<file path="config.mk">
export PLATFORM = sky130hd
export DESIGN_NAME = process_aggregation_flat
export DESIGN_NICKNAME = d
export VERILOG_FILES = /design/src/rtl/process_aggregation_if.sv /design/src/rtl/process_aggregation.sv /design/src/flat_wrapper.sv
export SDC_FILE = /design/constraint.sdc
export NUM_CORES = 1
export LEC_CHECK = 0
export ABC_AREA = 1
export CAP_MARGIN = 30
export CORE_AREA = 3 3 167 120
export CTS_BUF_LIST = sky130_fd_sc_hd__clkbuf_8
export CTS_CLUSTER_DIAMETER = 100
export DETAILED_ROUTE_END_ITERATION = 10
export DIE_AREA = 0 0 170 123
export HOLD_SLACK_MARGIN = 0.03
export PLACE_DENSITY = 0.46
export SLEW_MARGIN = 10
export SYNTH_ARGS = -nofsm -noshare
export SYNTH_HDL_FRONTEND = slang
export SYNTH_SLANG_ARGS = --single-unit
</file>
<file path="constraint.sdc">
create_clock -name clock -period 2.1 [get_ports clock]
set_input_delay 0.315 -clock clock [delete_from_list [all_inputs] [get_ports clock]]
set_output_delay 0.315 -clock clock [all_outputs]
set_load 0.01 [all_outputs]
</file>
<file path="src/rtl/process_aggregation_if.sv">
// Node-memory bus plus en/start/done sequencing for process_aggregation.
// The block is the master of the single-port memory; the surrounding
// sequencer/memory environment uses the slave view.
interface process_aggregation_if;
  logic        en;
  logic        start;
  logic        done;
  logic [15:0] data_in;
  logic [10:0] address;
  logic        wr_en;
  logic [15:0] data_out;

  modport master (
    input  en,
    input  start,
    input  data_in,
    output address,
    output wr_en,
    output data_out,
    output done
  );

  modport slave (
    output en,
    output start,
    output data_in,
    input  address,
    input  wr_en,
    input  data_out,
    input  done
  );
endinterface

</file>
<file path="src/rtl/process_aggregation.sv">
// process_aggregation: consumes the forAggregation flag in node memory.
// On start it reads the flag word. If bit 0 is set, it reads the buffered
// packet count, sums up to MAX_PKTS buffered words with 16-bit saturation,
// writes the sum to RESULT_ADDR and then clears the flag.
// Optional feature macro: PROCESS_AGGREGATION_MAX_EN -- also tracks the
// maximum buffered word and writes it to RESULT_ADDR+1 before the flag clear.
// Every output is a flop loaded on the edge that enters the corresponding state.
module process_aggregation #(
  parameter logic [10:0] FLAG_ADDR   = 11'h002,
  parameter logic [10:0] COUNT_ADDR  = 11'h003,
  parameter logic [10:0] RESULT_ADDR = 11'h004,
  parameter logic [10:0] BUF_BASE    = 11'h010,
  parameter int unsigned MAX_PKTS    = 32
) (
  input  logic                   clock,
  input  logic                   rst,
  process_aggregation_if.master  bus,
  output logic [15:0]            agg_sum,
  output logic [15:0]            agg_count,
  output logic [15:0]            agg_max,
  output logic                   agg_valid
);

  localparam int IDX_W = $clog2(MAX_PKTS + 1);

  typedef enum logic [3:0] {
    S_WAIT_EN    = 4'd0,
    S_WAIT_START = 4'd1,
    S_RD_FLAG    = 4'd2,
    S_WT_FLAG    = 4'd3,
    S_RD_CNT     = 4'd4,
    S_WT_CNT     = 4'd5,
    S_RD_BUF     = 4'd6,
    S_WT_BUF     = 4'd7,
    S_WR_RES     = 4'd8,
    S_CLR_FLAG   = 4'd9,
    S_DONE       = 4'd10
`ifdef PROCESS_AGGREGATION_MAX_EN
    , S_WR_MAX   = 4'd11
`endif
  } state_e;

  // 17-bit add; any carry out pins the result at all-ones.
  function automatic logic [15:0] sat_add16(input logic [15:0] a, input logic [15:0] b);
    logic [16:0] full;
    full = {1'b0, a} + {1'b0, b};
    if (full[16]) begin
      sat_add16 = 16'hFFFF;
    end else begin
      sat_add16 = full[15:0];
    end
  endfunction

  state_e           state_q,     state_d;
  logic [10:0]      address_q,   address_d;
  logic             wr_en_q,     wr_en_d;
  logic [15:0]      data_out_q,  data_out_d;
  logic [15:0]      agg_sum_q,   agg_sum_d;
  logic [15:0]      agg_count_q, agg_count_d;
  logic             agg_valid_q, agg_valid_d;
  logic             done_q,      done_d;
  logic [15:0]      sum_q,       sum_d;
  logic [IDX_W-1:0] idx_q,       idx_d;
  logic [IDX_W-1:0] n_q,         n_d;
`ifdef PROCESS_AGGREGATION_MAX_EN
  logic [15:0]      max_q,       max_d;
  logic [15:0]      agg_max_q,   agg_max_d;
`endif

  // Next-state and next-output decode for the flag/count/buffer walk.
  always_comb begin
    state_d     = state_q;
    address_d   = address_q;
    wr_en_d     = wr_en_q;
    data_out_d  = data_out_q;
    agg_sum_d   = agg_sum_q;
    agg_count_d = agg_count_q;
    agg_valid_d = agg_valid_q;
    done_d      = done_q;
    sum_d       = sum_q;
    idx_d       = idx_q;
    n_d         = n_q;
`ifdef PROCESS_AGGREGATION_MAX_EN
    max_d       = max_q;
    agg_max_d   = agg_max_q;
`endif
    case (state_q)
      S_WAIT_EN: begin
        // start is deliberately not looked at here, even in the en cycle.
        if (bus.en) begin
          done_d      = 1'b0;
          agg_valid_d = 1'b0;
          agg_sum_d   = 16'h0000;
          agg_count_d = 16'h0000;
          address_d   = 11'h000;
          data_out_d  = 16'h0000;
          wr_en_d     = 1'b0;
`ifdef PROCESS_AGGREGATION_MAX_EN
          agg_max_d   = 16'h0000;
`endif
          state_d     = S_WAIT_START;
        end else begin
          state_d = S_WAIT_EN;
        end
      end
      S_WAIT_START: begin
        if (bus.start) begin
          address_d = FLAG_ADDR;
          state_d   = S_RD_FLAG;
        end else begin
          state_d = S_WAIT_START;
        end
      end
      S_RD_FLAG: state_d = S_WT_FLAG;
      S_WT_FLAG: begin
        if (bus.data_in[0]) begin
          address_d = COUNT_ADDR;
          state_d   = S_RD_CNT;
        end else begin
          done_d      = 1'b1;
          agg_valid_d = 1'b0;
          state_d     = S_DONE;
        end
      end
      S_RD_CNT: state_d = S_WT_CNT;
      S_WT_CNT: begin
        if (bus.data_in > 16'(MAX_PKTS)) begin
          n_d = IDX_W'(MAX_PKTS);
        end else begin
          n_d = bus.data_in[IDX_W-1:0];
        end
        agg_count_d = 16'(n_d);
        sum_d       = 16'h0000;
        idx_d       = '0;
`ifdef PROCESS_AGGREGATION_MAX_EN
        max_d       = 16'h0000;
`endif
        if (n_d == '0) begin
          // Empty buffer still produces a zero result write.
          address_d  = RESULT_ADDR;
          data_out_d = 16'h0000;
          wr_en_d    = 1'b1;
          agg_sum_d  = 16'h0000;
          state_d    = S_WR_RES;
        end else begin
          address_d = BUF_BASE;
          state_d   = S_RD_BUF;
        end
      end
      S_RD_BUF: state_d = S_WT_BUF;
      S_WT_BUF: begin
        sum_d = sat_add16(sum_q, bus.data_in);
        idx_d = idx_q + 1'b1;
`ifdef PROCESS_AGGREGATION_MAX_EN
        max_d = (bus.data_in > max_q) ? bus.data_in : max_q;
`endif
        if (idx_d == n_q) begin
          address_d  = RESULT_ADDR;
          data_out_d = sum_d;
          wr_en_d    = 1'b1;
          agg_sum_d  = sum_d;
          state_d    = S_WR_RES;
        end else begin
          address_d = BUF_BASE + 11'(idx_d);
          state_d   = S_RD_BUF;
        end
      end
      S_WR_RES: begin
`ifdef PROCESS_AGGREGATION_MAX_EN
        address_d  = RESULT_ADDR + 11'd1;
        data_out_d = max_q;
        wr_en_d    = 1'b1;
        agg_max_d  = max_q;
        state_d    = S_WR_MAX;
`else
        address_d  = FLAG_ADDR;
        data_out_d = 16'h0000;
        wr_en_d    = 1'b1;
        state_d    = S_CLR_FLAG;
`endif
      end
`ifdef PROCESS_AGGREGATION_MAX_EN
      S_WR_MAX: begin
        address_d  = FLAG_ADDR;
        data_out_d = 16'h0000;
        wr_en_d    = 1'b1;
        state_d    = S_CLR_FLAG;
      end
`endif
      S_CLR_FLAG: begin
        // Only reached when the flag was set, so the run is valid.
        wr_en_d     = 1'b0;
        done_d      = 1'b1;
        agg_valid_d = 1'b1;
        state_d     = S_DONE;
      end
      S_DONE: state_d = S_WAIT_EN;
      default: begin
        wr_en_d = 1'b0;
        state_d = S_WAIT_EN;
      end
    endcase
  end

  // State and output registers; reset abandons any run without writing.
  always_ff @(posedge clock) begin
    if (rst) begin
      state_q     <= S_WAIT_EN;
      address_q   <= 11'h000;
      wr_en_q     <= 1'b0;
      data_out_q  <= 16'h0000;
      agg_sum_q   <= 16'h0000;
      agg_count_q <= 16'h0000;
      agg_valid_q <= 1'b0;
      done_q      <= 1'b0;
      sum_q       <= 16'h0000;
      idx_q       <= '0;
      n_q         <= '0;
`ifdef PROCESS_AGGREGATION_MAX_EN
      max_q       <= 16'h0000;
      agg_max_q   <= 16'h0000;
`endif
    end else begin
      state_q     <= state_d;
      address_q   <= address_d;
      wr_en_q     <= wr_en_d;
      data_out_q  <= data_out_d;
      agg_sum_q   <= agg_sum_d;
      agg_count_q <= agg_count_d;
      agg_valid_q <= agg_valid_d;
      done_q      <= done_d;
      sum_q       <= sum_d;
      idx_q       <= idx_d;
      n_q         <= n_d;
`ifdef PROCESS_AGGREGATION_MAX_EN
      max_q       <= max_d;
      agg_max_q   <= agg_max_d;
`endif
    end
  end

  assign bus.address  = address_q;
  assign bus.wr_en    = wr_en_q;
  assign bus.data_out = data_out_q;
  assign bus.done     = done_q;
  assign agg_sum      = agg_sum_q;
  assign agg_count    = agg_count_q;
  assign agg_valid    = agg_valid_q;
`ifdef PROCESS_AGGREGATION_MAX_EN
  assign agg_max      = agg_max_q;
`else
  assign agg_max      = 16'h0000;
`endif

endmodule
</file>
<file path="src/flat_wrapper.sv">
// flat-port wrapper written by rule: the top's interface ports become plain ports
module process_aggregation_flat 
#(
  parameter logic [10:0] FLAG_ADDR   = 11'h002,
  parameter logic [10:0] COUNT_ADDR  = 11'h003,
  parameter logic [10:0] RESULT_ADDR = 11'h004,
  parameter logic [10:0] BUF_BASE    = 11'h010,
  parameter int unsigned MAX_PKTS    = 32
)
  (clock, rst, agg_sum, agg_count, agg_max, agg_valid, bus_en, bus_start, bus_data_in, bus_address, bus_wr_en, bus_data_out, bus_done);
  process_aggregation_if bus_i ();
  input  logic clock;
  input  logic rst;
  output logic [15:0] agg_sum;
  output logic [15:0] agg_count;
  output logic [15:0] agg_max;
  output logic agg_valid;
  input wire logic [$bits(bus_i.en)-1:0] bus_en;
  input wire logic [$bits(bus_i.start)-1:0] bus_start;
  input wire logic [$bits(bus_i.data_in)-1:0] bus_data_in;
  output wire logic [$bits(bus_i.address)-1:0] bus_address;
  output wire logic [$bits(bus_i.wr_en)-1:0] bus_wr_en;
  output wire logic [$bits(bus_i.data_out)-1:0] bus_data_out;
  output wire logic [$bits(bus_i.done)-1:0] bus_done;
  assign bus_i.en = bus_en;
  assign bus_i.start = bus_start;
  assign bus_i.data_in = bus_data_in;
  assign bus_address = bus_i.address;
  assign bus_wr_en = bus_i.wr_en;
  assign bus_data_out = bus_i.data_out;
  assign bus_done = bus_i.done;
  process_aggregation #(.FLAG_ADDR(FLAG_ADDR), .COUNT_ADDR(COUNT_ADDR), .RESULT_ADDR(RESULT_ADDR), .BUF_BASE(BUF_BASE), .MAX_PKTS(MAX_PKTS)) u_core (.clock(clock), .rst(rst), .bus(bus_i), .agg_sum(agg_sum), .agg_count(agg_count), .agg_max(agg_max), .agg_valid(agg_valid));
endmodule
</file>
## After elaboration in Yosys (flattened, before gate mapping)

Cells that the tools add are included.

- Output and inout bits: 78
- Bits of input ports: 20
- Register bits after elaboration: 94
- Word-level logic and storage cells: 79

- Reductions and logical operators: 15
- Magnitude comparators: 1
- Bitwise logic cells: 1
- Eq/ne operators: 17
- Mux-type cells: 31
- $add $sub $neg: 3

Operators by type and width:

| operator | count |
|---|---|
| case mux 11 bit (6 select lines) | 1 |
| two-way mux 16 bit | 4 |
| case mux 16 bit (2 select lines) | 2 |
| case mux 16 bit (4 select lines) | 1 |
| case mux 16 bit (3 select lines) | 1 |
| two-way mux 11 bit | 4 |
| case mux 4 bit (10 select lines) | 1 |
| adder 16 x 16 -> 17 bit | 1 |
| equality test 4 x 3 -> 1 bit, second input constant | 4 |
| greater-than comparator 16 x 6 -> 1 bit, second input constant | 1 |
| AND reduction 4 bit | 4 |
| equality test 4 bit, second input constant | 3 |
| two-way mux 4 bit | 3 |
| two-way mux 6 bit | 2 |
| case mux 6 bit (2 select lines) | 1 |
| equality test 4 x 2 -> 1 bit, second input constant | 2 |
| != test 2 bit, second input constant | 4 |
| adder 5 x 6 -> 7 bit, first input constant | 1 |
| adder 6 x 1 -> 6 bit, second input constant | 1 |
| equality test 6 bit | 1 |
| zero test 6 bit | 1 |
| two-way mux 1 bit | 6 |
| case mux 1 bit (3 select lines) | 2 |
| nonzero test 3 bit | 2 |
| 13 further kinds | 15 |

## Depth between registers and ports, before layout

- Depth in word-level cells: 6
- Depth in mapped cells: 15
- Depth with buffers taken out: 15

## Least setup slack after synthesis

Ideal clock, no wire load.

- Path type: reg-to-reg
- From: reg u_core.sum_q[0]
- To: reg u_core.data_out_q[8] (netlist: u_core.bus.data_out[8])
- Slack: 0.141 ns
- Data arrival time: 1.895 ns
- Buffers on the path: 1
- Library setup time: 0.064 ns
- Clock period less this slack: 1.959 ns
- Data required time: 2.036 ns
- Stages on the path, launching flop included: 12
- Path through: dfxtp_1 > ha_1 > inv_1 > fa_1 > nor2_1 > o21ai_1 > nand2_1 > a21oi_2 > buf_2 > a21oi_1 > nor2_1 > nor2_1

- Cells in the longest elaborated chain, start to end: 4

Ends and longest elaborated chain:

| item | RTL line | text |
|---|---|---|
| start: declaration | process_aggregation.sv:62 | `logic [15:0] sum_q, sum_d;` |
| start signal: assignment | process_aggregation.sv:232 | `sum_q <= sum_d;` |
| adder 16 x 16 -> 17 bit | process_aggregation.sv:46 | `full = {1'b0, a} + {1'b0, b};` |
| two-way mux 16 bit | process_aggregation.sv:47 | `if (full[16]) begin` |
| two-way mux 16 bit | process_aggregation.sv:157 | `if (idx_d == n_q) begin` |
| case mux 16 bit (4 select lines) | process_aggregation.sv:87 | `case (state_q)` |
| end signal: assignment | process_aggregation.sv:227 | `data_out_q <= data_out_d;` |
| end: declaration | process_aggregation.sv:57 | `logic [15:0] data_out_q, data_out_d;` |

Every way passes these cells. The select of a mux whose other input is x is not followed.
A chain may end at the register's enable or synchronous reset.

## Worst setup path in the final report

- From: in bus_data_in[7]
- To: reg u_core.agg_sum_q[8] (netlist: u_core.agg_sum[8])

- Cells in the longest elaborated chain, start to end: 6
- Elaborated cells on any way between the ends: 10
- Those cells by class: add/sub: 1; order compare: 1; eq/ne: 1; mux: 5; reduce/logical: 2

Ends and longest elaborated chain:

| item | RTL line | text |
|---|---|---|
| start: declaration | flat_wrapper.sv:20 | `input wire logic [$bits(bus_i.data_in)-1:0] bus_data_in;` |
| greater-than comparator 16 x 6 -> 1 bit | process_aggregation.sv:127 | `if (bus.data_in > 16'(MAX_PKTS)) begin` |
| two-way mux 6 bit | process_aggregation.sv:127 |  |
| two-way mux 6 bit | process_aggregation.sv:87 |  |
| zero test 6 bit | process_aggregation.sv:138 | `if (n_d == '0) begin` |
| != test 2 x 1 -> 1 bit (no line) | n/a |  |
| AND reduction 4 bit (no line) | n/a |  |
| end signal: assignment | process_aggregation.sv:228 | `agg_sum_q <= agg_sum_d;` |
| end: declaration | process_aggregation.sv:58 | `logic [15:0] agg_sum_q, agg_sum_d;` |

Parallel ways exist; a longest one is shown, timed or not. The select of a mux whose other input is x is not followed.

==> out/results.ini <==
[status]
status = completed

[drt]
drt_iter0_drc = 300
drc = 0
viasPerCell = 4.36
routed_wl_um = 16700
wl_per_cell_um = 14.0
vias = 5204
detail-route-antenna-nets = 0
firstDrtPassIters = 5

[sta]
min_period_ps = 2040
setup_viol = 0
slew_violations = 0
hold_viol_final = 0
setup_tns_ps = 0
period_share_pct = 97.0
finalClockSkew_ps = 12.2
rsz0062_at_grt = true
timing.fmax_mhz = 491

[power_and_ir_drop]
ir_drop_mv = 0.389
powerDensity_nw_per_um2 = 590
finalPower_mw = 4.24
p_leak_nw = 3.46

[global_routing]
antenna_found_initial = 0
grt_max_degree = 38
grt_pass1_wl_um = 25900
grt_usage_pct = 16.0
overflow = 0
grt_pass1_vias = 4613

[synth]
yosysMostFrequentCell = nand2_1
avgSynthCellArea_um2 = 6.29
ys_top_cells_by_area = dfxtp_1 32%, nand2_1 18%, inv_1 8.3%, nor2_1 8.2%, nand3_1 6.4%
yosys_most_used_dff = dfxtp_1
postSynthRegisterBits = 80
yosys_warnings = 0
synth-edff-count = 0
netlist_top_cells_count = 243 x nand2_1, 110 x inv_1, 109 x nor2_1
yosysSeqAreaShare_pct = 32.2
syn_inst = 792
yosysTopAreaCell = dfxtp_1
yosysUniqueCellTypes = 39
async_flop_share_pct = 0
synth_top_cell_area_share_pct = 32.2
syn-cell-area_um2 = 4980

[critical_path]
required_ps = 2420
crit_arrival_ps = 2360
critPathMaxStageDelay_ps = 480
slowest_stage = clkdlybuf4s50_1
crit_chain = clkdlybuf4s50_1 -> ha_4 -> nand2_2 -> buf_4 -> nor2_1 -> o21ai_2 -> nand2_2 -> a21oi_4 -> buf_6 -> buf_4 -> a21oi_2 -> nor2_1 -> nor2_1
cp_common_cell = nor2_1
critPathCaptureType = register
worst-setup-path-type = in2reg
startpoint_type = primary input
cp_max_fo = 6

[clocking]
clock_latency_ps = 380
clock_path_buffers = 2
ctsRootBufferMaster = clkbuf_8
clock_sinks = 80
cts_made_buffers = 9
cts_tree = built
htree_num_levels = 3
clkTransAtPathRegs_ps = 90

[placed_design]
hpwl_um = 12800
gp_congestion = 0.858
portBuffers = 67

[floorplan]
ios = 98
die_x_um = 170
start_util_pct = 26.6
num_rows = 42
dieArea_um2 = 20900
die_h_um = 123
coreArea_um2 = 18700

[job]
drv_cap = 0

[finish]
drive_gt1_share_pct = 23.3
syn_to_final_growth_pct = 44.3
nNetsFinal = 987
diodes = 0

[min_path]
hold_path.class = reg2reg

[metal layers]
layer	wire (µm)	up-vias	track usage (%)
met5	0	-	0
met4	131	0	3.14
met3	971	11	3.74
met2	6200	116	20.4
met1	9430	2370	26.4
li1	-	2707	-
[kinds of logic after synthesis]
family | after synthesis | synth area share, %
xor+xnor | 7 | 1.23
other cells | 1 | 0.0753
buf+inv | 166 | 15.5
compound gates | 70 | 7.99
flops | 80 | 32.2
simple gates | 449 | 38.1
fa+ha+maj | 19 | 4.93
[worst paths after layout]
check	from	cells after the start	end	slack (ps)
worst min-delay path	u_core.bus.address[1]	2	u_core.bus.address[1]	470
worst max register to register	u_core.sum_q[0]	14	u_core.bus.data_out[10]	70
worst max-delay path	bus_data_in[7]	13	u_core.agg_sum[8]	60
worst min register to register	u_core.bus.address[1]	2	u_core.bus.address[1]	470
[cell usage in the layout (no fill, tap or decap), types with 5 or more instances in the layout]
cell type,n
nand2_1,217
inv_1,110
nor2_1,97
buf_4,88
dfxtp_1,69
nand3_1,57
clkdlybuf4s50_1,57
a21oi_1,44
conb_1,30
nand2_2,27
ha_4,13
nand4_1,12
nor2_2,11
dfxtp_2,10
nor2_4,9
clkbuf_8,9
nand3_2,7
a21oi_2,7
dlymetal6s2s_1,6
buf_12,6
inv_2,5
[worst max-delay path, delay by kind of cell]
family	cells	cell delay [ps]
AO/OA/AOI/OAI	3	350
adder cells (fa/ha/maj)	1	310
buffers and inverters	4	880
AND/OR/NAND/NOR	5	490
[report_power, final]
| group | switching, mW | leakage [nW] | internal [mW] | total, mW |
|---|---|---|---|---|
| Sequential | 0.0967 | 0.657 | 1.66 | 1.75 |
| Combinational | 0.763 | 2.72 | 0.657 | 1.42 |
| Clock | 0.638 | 0.0777 | 0.426 | 1.06 |
[timing repair]
action | CTS | global route
hold buffers | 0 | 0
gates resized for setup | 33 | 88
setup buffers | 0 | 8
gates cloned | 2 | 1
hold endpoints to repair | 0 | 0
setup endpoints to repair | 48 | 49
pin swaps | 9 | 29
[metrics by stage]
| step | worst slack, ps | hold WS, ps | instances | area [µm²] | utilization, % |
|---|---|---|---|---|---|
| after global routing | -27.6 | 479 | 1194 | 7190 | 38.4 |
| after detailed placement | -712 | 455 | 1168 | 6410 | 34.3 |
| after CTS | -1.39 | 468 | 1185 | 6690 | 35.8 |
| final | 63.0 | 466 | 1194 | 7190 | 38.4 |
| after global placement | -714 | 457 | 1168 | 6410 | 34.3 |
| after floorplan | 141 | 426 | 821 | 5090 | - |
[sequential cells by signal (all words and copies together) (netlist names)]
| name | count |
|---|---|
| u_core.agg_sum | 16 |
| u_core.bus.data_out | 16 |
| u_core.sum_q | 16 |
| u_core.bus.address | 7 |
| u_core.agg_count | 6 |
| u_core.idx_q | 6 |
| u_core.n_q | 6 |
| u_core.state_q | 4 |
| u_core.agg_valid | 1 |
| u_core.bus.done | 1 |
| u_core.bus.wr_en | 1 |
[area by class of cell]
type                            instances  area [µm²]
Clock buffer                            9         124
Clock inverter                          6        45.0
Fill cell                            2017       11500
Inverter                              116         438
Multi-Input combinational cell        576        3160
Sequential cell                        80        1620
Tap cell                              242         303
Timing Repair Buffer                  165        1500
Power figures use the tool's default switching activity.
